$ cat src/rtl/wrr_sched_pkg.sv
// Shared types and constants for the weighted round-robin burst scheduler.
package wrr_sched_pkg;

  // Default configuration: requester count and weight-field width.
  localparam int DEF_N  = 4;
  localparam int DEF_WW = 4;

  // Scheduler states: nobody owns the resource, or one requester holds it.
  typedef enum logic {
    IDLE = 1'b0,
    OWN  = 1'b1
  } sched_state_e;

  // A zero weight still grants a single beat.
  function automatic int unsigned eff_weight(input int unsigned w);
    return (w == 0) ? 1 : w;
  endfunction

endpackage

$ cat src/rtl/rr_pick.sv
// Rotating-priority picker: first set request at or after i_ptr, wrapping mod N.
module rr_pick #(
  parameter int N  = 4,
  parameter int IW = $clog2(N)
) (
  input  logic [N-1:0]  i_req,
  input  logic [IW-1:0] i_ptr,
  output logic          o_found,
  output logic [IW-1:0] o_idx,
  output logic [N-1:0]  o_onehot
);

  // Scan requesters in priority order; keep the first one found.
  always_comb begin
    int unsigned j;
    j        = 0;
    o_found  = 1'b0;
    o_idx    = '0;
    o_onehot = '0;
    for (int unsigned k = 0; k < N; k++) begin
      j = (int'(i_ptr) + k) % N;
      if (!o_found && i_req[j]) begin
        o_found     = 1'b1;
        o_idx       = IW'(j);
        o_onehot[j] = 1'b1;
      end
    end
  end

endmodule

$ cat src/rtl/wrr_burst_scheduler.sv
// Weighted round-robin burst scheduler. A granted requester keeps the
// resource until its beat credit runs out, it signals last, or it drops req;
// priority then rotates to the requester after the previous owner.
// Optional feature macro: WRR_LOCK_EN (adds i_lock, which freezes credit).
module wrr_burst_scheduler
  import wrr_sched_pkg::*;
#(
  parameter int N  = DEF_N,
  parameter int WW = DEF_WW,
  parameter int IW = $clog2(N)
) (
  input  logic          i_clk,
  input  logic          i_rst,
  input  logic [N-1:0]  i_req,
  input  logic          i_last,
  input  logic [N*WW-1:0] i_weight,
  output logic [N-1:0]  o_grant,
  output logic          o_grant_valid,
  output logic [IW-1:0] o_grant_id
`ifdef WRR_LOCK_EN
  ,
  input  logic          i_lock
`endif
);

  sched_state_e  r_state, w_state_nxt;
  logic [IW-1:0] r_ptr, w_ptr_nxt;
  logic [WW-1:0] r_credit, w_credit_nxt;
  logic [N-1:0]  r_grant, w_grant_nxt;
  logic [IW-1:0] r_grant_id, w_grant_id_nxt;

  logic          w_lock;
  logic          w_owner_req;
  logic          w_beat;
  logic          w_exhaust;
  logic          w_release;
  logic [IW-1:0] w_rel_ptr;
  logic [IW-1:0] w_pick_ptr;
  logic          w_found;
  logic [IW-1:0] w_idx;
  logic [N-1:0]  w_onehot;
  logic [WW-1:0] w_wt [N];
  logic [WW-1:0] w_load_credit;

`ifdef WRR_LOCK_EN
  assign w_lock = i_lock;
`else
  assign w_lock = 1'b0;
`endif

  // Unpack the flat weight bus into per-requester fields.
  always_comb begin
    for (int unsigned i = 0; i < N; i++) begin
      w_wt[i] = i_weight[i*WW +: WW];
    end
  end

  // Beat/release decode for the current owner and the pointer used to arbitrate.
  always_comb begin
    w_owner_req = i_req[r_grant_id];
    w_beat      = (r_state == OWN) && w_owner_req;
    w_exhaust   = w_beat && !w_lock && (r_credit == WW'(1));
    w_release   = (r_state == OWN) &&
                  (!w_owner_req || (w_beat && i_last) || w_exhaust);
    w_rel_ptr   = (r_grant_id == IW'(N-1)) ? '0 : r_grant_id + 1'b1;
    // On a release the rotated pointer is used in the same cycle so the
    // handover has no idle gap.
    w_pick_ptr  = w_release ? w_rel_ptr : r_ptr;
  end

  rr_pick #(
    .N  (N),
    .IW (IW)
  ) u_pick (
    .i_req    (i_req),
    .i_ptr    (w_pick_ptr),
    .o_found  (w_found),
    .o_idx    (w_idx),
    .o_onehot (w_onehot)
  );

  assign w_load_credit = WW'(eff_weight(int'(w_wt[w_idx])));

  // Next-state logic: start tenures, count beats, release and hand over.
  always_comb begin
    w_state_nxt    = r_state;
    w_ptr_nxt      = r_ptr;
    w_credit_nxt   = r_credit;
    w_grant_nxt    = r_grant;
    w_grant_id_nxt = r_grant_id;
    unique case (r_state)
      IDLE: begin
        if (w_found) begin
          w_state_nxt    = OWN;
          w_grant_nxt    = w_onehot;
          w_grant_id_nxt = w_idx;
          w_credit_nxt   = w_load_credit;
        end
      end
      OWN: begin
        if (w_release) begin
          w_ptr_nxt = w_rel_ptr;
          if (w_found) begin
            w_grant_nxt    = w_onehot;
            w_grant_id_nxt = w_idx;
            w_credit_nxt   = w_load_credit;
          end else begin
            w_state_nxt  = IDLE;
            w_grant_nxt  = '0;
            w_credit_nxt = '0;
          end
        end else if (w_beat && !w_lock) begin
          w_credit_nxt = r_credit - 1'b1;
        end
      end
      default: begin
        w_state_nxt = IDLE;
        w_grant_nxt = '0;
      end
    endcase
  end

  // State and bookkeeping registers; reset overrides everything.
  always_ff @(posedge i_clk) begin
    if (i_rst) begin
      r_state    <= IDLE;
      r_ptr      <= '0;
      r_credit   <= '0;
      r_grant    <= '0;
      r_grant_id <= '0;
    end else begin
      r_state    <= w_state_nxt;
      r_ptr      <= w_ptr_nxt;
      r_credit   <= w_credit_nxt;
      r_grant    <= w_grant_nxt;
      r_grant_id <= w_grant_id_nxt;
    end
  end

  assign o_grant       = r_grant;
  assign o_grant_valid = |r_grant;
  assign o_grant_id    = r_grant_id;

endmodule

$ cat config.mk
export PLATFORM = sky130hd
export DESIGN_NAME = wrr_burst_scheduler
export DESIGN_NICKNAME = d
export VERILOG_FILES = /design/src/rtl/wrr_sched_pkg.sv /design/src/rtl/rr_pick.sv /design/src/rtl/wrr_burst_scheduler.sv
export SDC_FILE = /design/constraint.sdc
export NUM_CORES = 1
export LEC_CHECK = 0
export BUFFER_PORTS_ARGS = -buffer_cell sky130_fd_sc_hd__buf_2
export CORE_ASPECT_RATIO = 2
export CORE_UTILIZATION = 55
export CTS_CLUSTER_DIAMETER = 50
export CTS_CLUSTER_SIZE = 8
export DETAILED_ROUTE_END_ITERATION = 10
export PLACE_DENSITY_LB_ADDON = 0.3
export SLEW_MARGIN = 10
export SYNTH_ARGS = -nofsm -noshare
export SYNTH_HDL_FRONTEND = slang
export SYNTH_SLANG_ARGS = --single-unit
export TNS_END_PERCENT = 1
$ cat constraint.sdc
create_clock -name i_clk -period 7.37 [get_ports i_clk]
set_input_delay 2.211 -clock i_clk [delete_from_list [all_inputs] [get_ports i_clk]]
set_output_delay 2.211 -clock i_clk [all_outputs]
set_load 0.02 [all_outputs]
### After elaboration in Yosys (flattened, before gate mapping)

Index checks and enable logic that the tools add are counted.

* register bits after elaboration: 13
* bits of input ports: 23

* add/subtract/negate cells: 5
* magnitude comparators: 10
* equal/unequal tests: 5
* multiplexer cells: 51
* bitwise operators: 5
* reduce and logical (&&, ||, !) cells: 21

Operators with widths (count)
* two-way mux 4 bit: 14
* two-way mux 2 bit: 8
* one-hot mux 4 bit (2 select lines): 2
* < comparator 2 x 3 -> 1 bit, second input constant: 5
* two-way mux 1 bit: 15
* bitwise OR 4 bit: 3
* logical AND 1 bit: 11
* binary-select mux 1 bit (select 2 bit): 5
* binary-select mux 4 bit (select 2 bit): 1
* demux 1 bit (select 2 bit): 4
* >= comparator 2 x 1 -> 1 bit, second input constant: 4
* adder 2 x 1 -> 2 bit, second input constant: 2
* adder 2 bit, second input constant: 2
* == test 4 x 1 -> 1 bit, second input constant: 1
* zero test 1 bit: 4
* zero test 4 bit: 1
* inequality test 2 x 1 -> 1 bit, second input constant: 2
* one-hot mux 2 bit (2 select lines): 1
* AND reduction 2 bit: 2
* OR reduction 4 bit: 1
* subtractor 4 x 1 -> 4 bit, second input constant: 1
* >= comparator 3 bit, second input constant: 1
* inequality test 3 x 1 -> 1 bit, second input constant: 1
* NOT 2 -> 3 bit: 1
* 4 further kinds: 5

### Longest topological paths before layout

Gate-level depths: netlist of run 1.

* depth in word-level cells: 29
* gate-level depth with buffers: 18

### Hierarchy

Synthesis of run 1 repeated with hierarchy kept, for this count alone.

* cell total of the unflattened synthesis: 120
* area, all modules: 1177.4 um2

Modules (own cells, without submodules)
* wrr_burst_scheduler: instances 1, cells each 75, area an instance 754.5 um2, sequential area each 260.2 um2
* rr_pick: instances 1, cells each 45, area an instance 422.9 um2, sequential area each 0.0 um2

### Worst setup path before layout of run 1

No wires, ideal clock.

* kind: in2reg
* start point: in i_req[3]
* end point: reg r_credit[0]
* library setup time: 58 ps
* data arrival time: 5904 ps
* setup slack: 1408 ps
* stages on the path: 15
* path buffers: 2
* cell sequence: clkbuf_1 mux2i_1 nand2_1 a21oi_1 a21oi_1 inv_1 ha_1 buf_4 mux4_2 mux2_4 a31o_2 nor2_2 mux4_1 nor4_1 a211o_1

* cells in the longest elaborated chain, start to end: 29

RTL lines
* start: declaration: RTL line wrr_burst_scheduler.sv:14 `input logic [N-1:0] i_req,`
* binary-select mux 1 bit (select 2 bit) *: RTL line wrr_burst_scheduler.sv:60 `w_owner_req = i_req[r_grant_id];`
* two-way mux 1 bit (implied by the code) *: RTL line wrr_burst_scheduler.sv:60
* logical AND 1 bit: RTL line wrr_burst_scheduler.sv:61 `w_beat = (r_state == OWN) && w_owner_req;`
* logical AND 1 bit: RTL line wrr_burst_scheduler.sv:64 `(!w_owner_req || (w_beat && i_last) || w_exhaust);`
* logical OR 1 bit: RTL line wrr_burst_scheduler.sv:64
* logical OR 1 bit *: RTL line wrr_burst_scheduler.sv:64
* logical AND 1 bit *: RTL line wrr_burst_scheduler.sv:63 `w_release = (r_state == OWN) &&`
* two-way mux 2 bit *
* named net u_pick.i_ptr[1]: RTL line rr_pick.sv:7 `input logic [IW-1:0] i_ptr,`
* parallel branches: the longest is 21 deep, another holds adder 2 x 1 -> 2 bit
* end signal: assignment: RTL line wrr_burst_scheduler.sv:134 `r_credit <= w_credit_nxt;`
* end: declaration: RTL line wrr_burst_scheduler.sv:28 `logic [WW-1:0] r_credit, w_credit_nxt;`

Mark *: on every way through the listed nets, which the timed path passes. The select of a mux whose other input is x is not followed.
A chain may end at the register's enable or synchronous reset.

### Worst setup path in the final report of run 1

* start point: in i_req[2]
* end point: reg r_credit[0]

The elaborated chain is that of the path after synthesis.

==> flow_summary.toml, run 1 <==
[worst_setup_path]
reg2reg_from = "r_credit[1]$_SDFFE_PP0P_"
criticalPathCategory = "in -> reg"
crit_path_start_kind = "primary input"
rr_worst_depth = 15
cp.required_ns = 7.56
r2r_setup_slack_ns = 2.18
worstPathArrival_ns = 6.92
end_kind = "register"
r2r-end = "r_credit[0]$_SDFFE_PP0P_"
crit_fanout = 12

[run_status]
status = "complete, no violations"

[clocking]
clockBufferDepth = 2
clock_latency_ns = 0.24
numCtsBuffers = 3
h-tree-depth = 1
clock-sinks = 13
cts_tree = "yes"
postCtsSetupRepairBufs = 0
cts_resized = 0
cts-root-buf = "clkbuf_8"
postCtsHoldBufs = 0
clkTransAtPathRegs_ns = 0.05

[global_routing]
grtUsageMet2_pct = 50.6
gr-total-overflow = 0
antenna_found_initial = 0
top_usage_layer = "met2"
use_met3_pct = 2.79
grt_max_degree = 16
grt_pass1_vias = 1484
use_met1_pct = 27.6
grt_pass1_wl_um = 6320
grtUsageTotal_pct = 27.6

[die]
core_area_um2 = 2770
fp-row-count = 27
io-pin-count = 30
die_h_um = 78.7
start_util_pct = 58.4
chipWidth_um = 40.4
die_area_um2 = 3180

[finish]
num_antenna_cells = 0
drive_gt1_share_pct = 29.7
syn_to_final_growth_pct = 9.97
nets = 244
fin_cells = 238

[timing]
worst_pin_slew_ns = 0.697
worst_slack_ns = 0.635
maxSlewHeadroom_pct = 53.6
rsz0062_at_grt = "no"
hold_violations = 0
setup_tns_ns = 0
setup_viol = 0
fin_crit_ns = 6.73
whs_ns = 0.463
skew_ns = 0.00602
fmax_mhz = 148
finalCritPeriodShare_pct = 91.4
drv_slew = 0

[drt]
dr.pass1.iters = 4
drc = 0
vias_per_cell = 6.67
wl_um = 4150
antenna_left = 0
route.vias.total = 1588
first_iter_violations = 54
routedWlPerCell_um = 17.4

[pwr]
power.density_nw_per_um2 = 514
p_comb_share_pct = 78.7
peakVddDrop_mv = 0.354
internal_power_w = 0.000452
leakagePower_nw = 0.765
pwr-share-clk_pct = 6.9
switching_share_pct = 50.6
pwr-share-seq_pct = 14.4
p_switching_w = 0.000462

[yosys]
syn_area_per_cell_um2 = 8.70
yosysTopAreaCell = "dfxtp_1"
post_synth_main_area_contributors = "dfxtp_1 (16%), ha_1 (8.5%), mux4_2 (8.3%)"
netlist_area_um2 = 1620
synth_cell_types = 53
ys_warn_count = 0
synth.top_cell.area_share_pct = 16.1
synth_cells = 186
syn_nets = 220
ys_seq_area_share_pct = 16.1
synth_common_cells = "nand2_1 (19), a21oi_1 (17), dfxtp_1 (13), nor2_1 (12)"
synth_edf_count = 0
async_reset_ff_share_pct = 0
synth_seq_cells = 13
ys.flop_type = "dfxtp_1"
yosysMostFrequentCell = "nand2_1"

[min_path]
hold_path_end = "o_grant[1]$_SDFFE_PP0P_"
hold_start = "o_grant[1]$_SDFFE_PP0P_"
hold_depth = 2
hold_path_class = "reg -> reg"

[job]
max-cap-violations = 0

[placement]
portBuffers = 29
dp_cells = 234
dp_slack_ns = 0.457
dpl.hpwl_um = 3300
globalplace.congestion = 0.833
==> flip-flops by register name, summed over array words and instances, names as in the netlist <==
signal,cells
r_credit,4
r_ptr,2
r_state,1
o_grant,4
o_grant_id,2
==> logic make-up (layout without fill, tap and decap cells) <==
logic type               after synthesis  after routing  share of synthesized area [%]
AO/OA/AOI/OAI                         57             57                           25.4
XOR/XNOR                               1              1                          0.541
adder cells (fa/ha/maj)               11             11                           8.50
buffers and inverters                 21             44                           6.88
flip-flops                            13             13                           16.1
multiplexers                          22             22                           20.9
AND/OR/NAND/NOR                       61             61                           21.6
==> per-stage QoR <==
step / instance area (um2) / total power [W] / util, %
6_report: 1780 / 0.000914 / 64.3
5_1_grt: 1780 / 0.000978 / 64.3
4_1_cts: 1780 / 0.000906 / 64.3
3_5_place_dp: 1740 / 0.000840 / 62.6
3_3_place_gp: 1740 / 0.000816 / 62.6
2_1_floorplan: 1620 / 0.000712 / -
==> cell usage in the layout (no fill, tap or decap), drive strengths merged <==
cell / netlist / final
a211o: 2 / 2
a211oi: 4 / 4
a21o: 4 / 4
a21oi: 17 / 17
a22o: 4 / 4
a22oi: 4 / 4
a31o: 1 / 1
a31oi: 3 / 3
and2: 4 / 4
and3: 1 / 1
and4bb: 1 / 1
buf: 6 / 29
clkbuf: 4 / 4
clkinv: 1 / 1
dfxtp: 13 / 13
ha: 11 / 11
inv: 10 / 10
mux2: 3 / 3
mux2i: 11 / 11
mux4: 8 / 8
nand2: 19 / 19
nand3: 4 / 4
nand4: 2 / 2
nand4b: 1 / 1
nor2: 15 / 15
nor2b: 1 / 1
nor3: 3 / 3
nor3b: 2 / 2
nor4: 2 / 2
nor4b: 1 / 1
o211ai: 5 / 5
o21ai: 8 / 8
o22a: 1 / 1
o311a: 1 / 1
o31a: 1 / 1
o31ai: 2 / 2
or2: 2 / 2
or4: 3 / 3
xnor2: 1 / 1
==> worst max-delay path, cell delays in order <==
cell	delay (ns)
buf_2	0.21
mux2i_1	0.15
a211oi_1	0.56
a21oi_1	0.15
a21oi_1	0.57
inv_1	0.23
ha_1	0.52
mux4_2	0.41
mux2_4	0.33
a31o_2	0.27
nor2_2	0.24
mux4_1	0.62
nor4_1	0.31
a211o_1	0.14
==> layer usage <==
metal  up-vias  wire [um]
met5         -          0
met4         0        170
met3        17        176
met2        73       2330
met1       747       1470
li1        751          -
==> power groups by stage <==
stage                     combinational (W)  clock (W)  sequential, W
final                              0.000720  0.0000627       0.000132
after global routing               0.000777  0.0000676       0.000134
after CTS                          0.000713  0.0000635       0.000130
after detailed placement           0.000708          0       0.000132
after global placement             0.000686          0       0.000130
after floorplan                    0.000583          0       0.000130
==> final cells by class <==
class,count,area (um2)
Inverter,11,46.3
Timing Repair Buffer,29,145
Multi-Input combinational cell,152,1250
Fill cell,236,990
Clock buffer,4,45.0
Tap cell,29,36.3
Sequential cell,13,260
==> worst max-delay path by stage <==
stage	startpoint	to	slack, ns	cells past startpoint
3_5_place_dp	i_req[2]	r_credit[0]$_SDFFE_PP0P_	0.46	14
6_report	i_req[2]	r_credit[0]$_SDFFE_PP0P_	0.64	14
2_1_floorplan	i_req[3]	r_credit[0]$_SDFFE_PP0P_	1.41	15
5_1_grt	i_req[2]	r_credit[0]$_SDFFE_PP0P_	0.43	14
4_1_cts	i_req[2]	r_credit[0]$_SDFFE_PP0P_	0.69	14
3_3_place_gp	i_req[2]	r_credit[0]$_SDFFE_PP0P_	0.77	14
No activity file was read; power rests on OpenSTA's default activity.
==> run 2: changes to the inputs <==
--- a/config.mk
+++ b/config.mk
@@ -6,8 +6,7 @@
 export NUM_CORES = 1
 export LEC_CHECK = 0
 export BUFFER_PORTS_ARGS = -buffer_cell sky130_fd_sc_hd__buf_2
-export CORE_ASPECT_RATIO = 2
-export CORE_UTILIZATION = 55
+export CORE_UTILIZATION = 52
 export CTS_CLUSTER_DIAMETER = 50
 export CTS_CLUSTER_SIZE = 8
 export DETAILED_ROUTE_END_ITERATION = 10
@@ -15,5 +14,6 @@
 export SLEW_MARGIN = 10
 export SYNTH_ARGS = -nofsm -noshare
 export SYNTH_HDL_FRONTEND = slang
+export SYNTH_HIERARCHICAL = 1
 export SYNTH_SLANG_ARGS = --single-unit
 export TNS_END_PERCENT = 1
==> run 2 against run 1 <==
Net effect: sequential share of layout area is 4.9 points higher; die area decreased by 23%; setup slack gained 0.59 ns; combinational power is 38% lower; synthesized area fell by 27%; clock power shrank 30%; flip-flop and latch count stayed put; sequential power down 9%; global-route usage down 3.9 points; clock skew is 0.00065 ns lower; critical path type unchanged; largest power group unchanged.
==> flow_summary.toml, run 2 <==
[timing]
skew_ns = 0.00537
setup_tns_ns = 0
fin_crit_ns = 6.15
setup_viol = 0
drv_slew = 0
finalCritPeriodShare_pct = 83.4
hold_violations = 0
maxSlewHeadroom_pct = 36.0
rsz0062_at_grt = "no"
worst_slack_ns = 1.22
fmax_mhz = 163
worst_pin_slew_ns = 0.952

[die]
start_util_pct = 57.7
die_area_um2 = 2460
io-pin-count = 30
die_h_um = 49.6
fp-row-count = 16
core_area_um2 = 2040
chipWidth_um = 49.6

[yosys]
yosysMostFrequentCell = "dfxtp_1"
synth_seq_cells = 13
synth_cells = 120
syn_area_per_cell_um2 = 9.81
synth_edf_count = 0
synth_cell_types = 36
synth_common_cells = "dfxtp_1 (13), a22oi_1 (12), nor2_1 (12), inv_1 (10)"
netlist_area_um2 = 1180
ys_seq_area_share_pct = 22.1
ys.flop_type = "dfxtp_1"
synth.top_cell.area_share_pct = 22.1
post_synth_main_area_contributors = "dfxtp_1 (22%), mux4_2 (11%), ha_1 (8.5%)"
ys_warn_count = 6
yosysTopAreaCell = "dfxtp_1"
async_reset_ff_share_pct = 0
syn_nets = 151

[drt]
wl_um = 2660
first_iter_violations = 29
route.vias.total = 1103
dr.pass1.iters = 4
drc = 0
routedWlPerCell_um = 15.3
antenna_left = 0
vias_per_cell = 6.34

[finish]
final_common_cell = "buf_2"
fin_cells = 174
multi_input_comb_area_um2 = 833
drive_gt1_share_pct = 33.3
num-fill-cells = 189
num_antenna_cells = 0
layout_common_cells = "buf_2 (29), dfxtp_1 (13), nor2_1 (12), a22oi_1 (12), inv_1 (10)"
syn_to_final_growth_pct = 13.5
nets = 179
regArea_um2 = 260

[pwr]
peakVddDrop_mv = 0.267
leakagePower_nw = 0.594
power.density_nw_per_um2 = 454

[worst_setup_path]
max_stage_delay_ns = 0.78
criticalPathCategory = "in -> reg"
path_delay_family = "multiplexers"
crit_path_start_kind = "primary input"
rr_worst_depth = 12
crit_top_cell = "mux4_2"
crit_chain = "buf_2 > mux4_2 > a31oi_1 > mux2_2 > inv_1 > ha_1 > mux4_2 > a21oi_1 > o31ai_1 > mux4_2 > nor3_1 > o21ai_0 > a21oi_1"
end_kind = "register"
crit_fanout = 14
r2r_setup_slack_ns = 2.78
cp_slowest_cell = "o31ai_1"
worstPathArrival_ns = 6.36
path_buf_inv = 2
cp.required_ns = 7.58
reg2reg_from = "o_grant_id[0]$_SDFFE_PP0P_"
r2r-end = "r_credit[0]$_SDFFE_PP0P_"

[placement]
dpl.hpwl_um = 2040
portBuffers = 29
dp_slack_ns = 0.890
globalplace.congestion = 0.826
dp_cells = 170

[global_routing]
antenna_found_initial = 0
grt_pass1_wl_um = 4500
grtUsageTotal_pct = 23.7
grt_max_degree = 15
grt_pass1_vias = 1077
gr-total-overflow = 0

[clocking]
clkTransAtPathRegs_ns = 0.08
clock_latency_ns = 0.28
cts-root-buf = "clkbuf_4"
postCtsHoldBufs = 0
postCtsSetupRepairBufs = 0
clockBufferDepth = 2
numCtsBuffers = 3
h-tree-depth = 1
cts_resized = 0
cts_tree = "yes"
clock-sinks = 13

[min_path]
hold_path_end = "r_credit[1]$_SDFFE_PP0P_"
hold_path_class = "reg -> reg"
hold_start = "r_credit[1]$_SDFFE_PP0P_"
hold_depth = 2

[run_status]
status = "complete, no violations"

[job]
max-cap-violations = 0
run 2: final cells by class:
| cell class | count | share of cell area (%) |
|---|---|---|
| clock buffer | 4 | 1.97 |
| multi-input combinational | 91 | 62.4 |
| inverter | 10 | 2.81 |
| tap | 27 | 2.53 |
| sequential | 13 | 19.5 |
| timing repair buffer | 29 | 10.9 |
run 2: power by group:
group	leakage, nW	internal (W)	switching, W
logic	0.471	0.000201	0.000242
clock network	0.0150	0.0000210	0.0000227
registers	0.107	0.0000968	0.0000229
total	0.594	0.000319	0.000288
run 2: cell families after synthesis:
group	Yosys count	share of synthesized area [%]
AO/OA/AOI/OAI	33	20.2
AND/OR/NAND/NOR	32	15.5
multiplexers	17	25.8
buffers and inverters	16	7.12
flip-flops	13	22.1
adder cells (fa/ha/maj)	8	8.50
XOR/XNOR	1	0.744
run 2: how the worst max path moves through the flow:
| stage | end | cells after the start | slack (ns) | start |
|---|---|---|---|---|
| floorplan | r_credit[0]$_SDFFE_PP0P_ | 16 | 1.51 | i_req[3] |
| global placement | r_credit[0]$_SDFFE_PP0P_ | 13 | 1.06 | i_req[3] |
| detailed placement | r_credit[0]$_SDFFE_PP0P_ | 13 | 0.89 | i_req[3] |
| CTS | r_credit[0]$_SDFFE_PP0P_ | 13 | 1.21 | i_req[3] |
| global route | r_credit[0]$_SDFFE_PP0P_ | 13 | 0.96 | i_req[3] |
| finish | r_credit[0]$_SDFFE_PP0P_ | 13 | 1.22 | i_req[3] |
run 2: worst min-delay path: cells and delay by family (launching register included):
kind	cells	cell delay, ns
DFF	1	0.33
and+or+nand+nor	1	0.08
AOI/OAI and AO/OA	1	0.05
run 2: metal layers:
layer | part of all wire, % | GRT usage [%] | vias to the layer above
met4 | 1.4 | 6.67 | 0
met2 | 50 | 44.4 | 63
met3 | 8.9 | 5.86 | 6
met5 | 0 | 0 | -
li1 | - | - | 515
met1 | 40 | 26.1 | 519
run 2: per-stage QoR:
stage | utilization (%) | hold slack, ns | power, W | instance area (um2)
floorplan | - | 0.453 | 0.000487 | 1180
global placement | 64.2 | 0.473 | 0.000537 | 1310
detailed placement | 64.2 | 0.480 | 0.000555 | 1310
CTS | 65.4 | 0.494 | 0.000602 | 1340
global route | 65.4 | 0.527 | 0.000653 | 1340
finish | 65.4 | 0.501 | 0.000606 | 1340
==> run 3: changes to the inputs <==
==> constraint.sdc (replaced) <==
create_clock -name i_clk -period 6.4 [get_ports i_clk]
set_input_delay 1.92 -clock i_clk [delete_from_list [all_inputs] [get_ports i_clk]]
set_output_delay 1.92 -clock i_clk [all_outputs]
set_load 0.02 [all_outputs]
==> run 3 against run 2 <==
Net effect: clock-buffer cell count is the same; cell count grew 0.57%; clock power grew 13%; via count shrank 4.2%; utilization grew 0.37 points; sequential power grew 13%; sequential share of layout area shrank 0.11 points; non-clock buffer count grew 1; global-route usage shrank 0.88 points; clock skew shrank 0.00083 ns; hold slack lost 0.011 ns; first-iteration DRC count shrank 62%; largest cell class unchanged; highest routed layer unchanged.
==> flow_summary.toml, run 3 (synthesis results as in run 2) <==
[clocking]
clock_latency_ns = 0.27
clkTransAtPathRegs_ns = 0.08
numCtsBuffers = 3
clock-sinks = 13
cts_resized = 0
postCtsSetupRepairBufs = 0
cts-root-buf = "clkbuf_4"
clockBufferDepth = 2
postCtsHoldBufs = 0
cts_tree = "yes"
h-tree-depth = 1

[pwr]
power.density_nw_per_um2 = 515
leakagePower_nw = 0.599
p_total_w = 0.000692
peakVddDrop_mv = 0.305

[die]
start_util_pct = 57.7
die_area_um2 = 2460
fp-row-count = 16
die_h_um = 49.6
io-pin-count = 30
chipWidth_um = 49.6
core_area_um2 = 2040

[finish]
final_common_cell = "buf_2"
layout_common_cells = "buf_2 (29), dfxtp_1 (13), nor2_1 (12), a22oi_1 (12), inv_1 (10)"
final_core_util_pct = 65.8
num_antenna_cells = 0
regArea_um2 = 260
drive_gt1_share_pct = 33.8
multi_input_comb_area_um2 = 833
syn_to_final_growth_pct = 14.1
num-fill-cells = 185
nets = 180

[worst_setup_path]
worstPathArrival_ns = 6.07
crit_fanout = 14
startpoint = "i_req[3]"
criticalPathCategory = "in -> reg"
reg2reg_from = "o_grant_id[0]$_SDFFE_PP0P_"
cp_slowest_cell = "o31ai_1"
end_kind = "register"
cp.required_ns = 6.61
crit_top_cell = "mux4_2"
max_stage_delay_ns = 0.79
crit_path_start_kind = "primary input"
crit_chain = "buf_2 > mux4_2 > a31oi_1 > mux2_2 > inv_1 > ha_1 > mux4_2 > a21oi_1 > o31ai_1 > mux4_2 > nor3_1 > o21ai_0 > a21oi_1"

[min_path]
hold_start = "r_credit[1]$_SDFFE_PP0P_"
hold_path_class = "reg -> reg"

[drt]
antenna_left = 0
drc = 0
route.vias.total = 1057
wl_um = 2460
routedWlPerCell_um = 14.1
vias_per_cell = 6.04
first_iter_violations = 11
dr.pass1.iters = 6

[global_routing]
gr-total-overflow = 0
grt_pass1_vias = 1030
grtUsageTotal_pct = 22.9
antenna_found_initial = 0
grt_max_degree = 15
grt_pass1_wl_um = 4360

[placement]
globalplace.congestion = 0.824
portBuffers = 29
dpl.hpwl_um = 1970
dp_slack_ns = 0.218

[job]
max-cap-violations = 0

[timing]
setup_viol = 0
fin_crit_ns = 5.86
whs_ns = 0.490
worst_slack_ns = 0.538
finalCritPeriodShare_pct = 91.6
skew_ns = 0.00454
worst_pin_slew_ns = 0.972
setup_tns_ns = 0
maxSlewHeadroom_pct = 34.7
rsz0062_at_grt = "no"
hold_violations = 0
drv_slew = 0
fmax_mhz = 171

[run_status]
status = "complete, no violations"
[run 3: cell count changes in the layout (fill, tap and decap cells not counted), sizes merged]
cell | previous run | this run
buf | 29 | 30
[run 3: area by class of cell]
class | instances | share of cell area, %
Sequential cell | 13 | 19.4
Clock buffer | 4 | 1.96
Inverter | 10 | 2.79
Multi-Input combinational cell | 91 | 62.0
Tap cell | 27 | 2.51
Timing Repair Buffer | 30 | 11.4
[run 3: layer usage]
layer  GRT usage [%]  part of all wire [%]
met4            6.19                  0.65
met1            26.0                    45
met3            8.02                   6.7
met2            40.1                    48
met5               0                     0
[run 3: metrics by stage]
stage	cell area, um2	std cells
6_report	1340	175
5_1_grt	1340	175
4_1_cts	1340	175
3_5_place_dp	1320	171
3_3_place_gp	1320	171
2_1_floorplan	1180	120
[run 3: worst paths after layout]
kind | cells past startpoint | slack [ns] | end
max reg2reg | 12 | 1.79 | r_credit[0]$_SDFFE_PP0P_
min reg2reg | 2 | 0.49 | r_credit[1]$_SDFFE_PP0P_
max | 13 | 0.54 | r_credit[0]$_SDFFE_PP0P_
min | 2 | 0.49 | r_credit[1]$_SDFFE_PP0P_
[run 3: power breakdown]
group	internal (W)	switching, W
logic	0.000236	0.000271
clock network	0.0000241	0.0000252
registers	0.000111	0.0000248
total	0.000371	0.000321
[run 3: worst max-delay path: cells and delay by family]
family	cells	cell delay [ns]
AOI/OAI and AO/OA	5	1.37
muxes	4	2.06
and+or+nand+nor	1	0.18
adders and majority gates	1	0.29
buffers and inverters	2	0.25
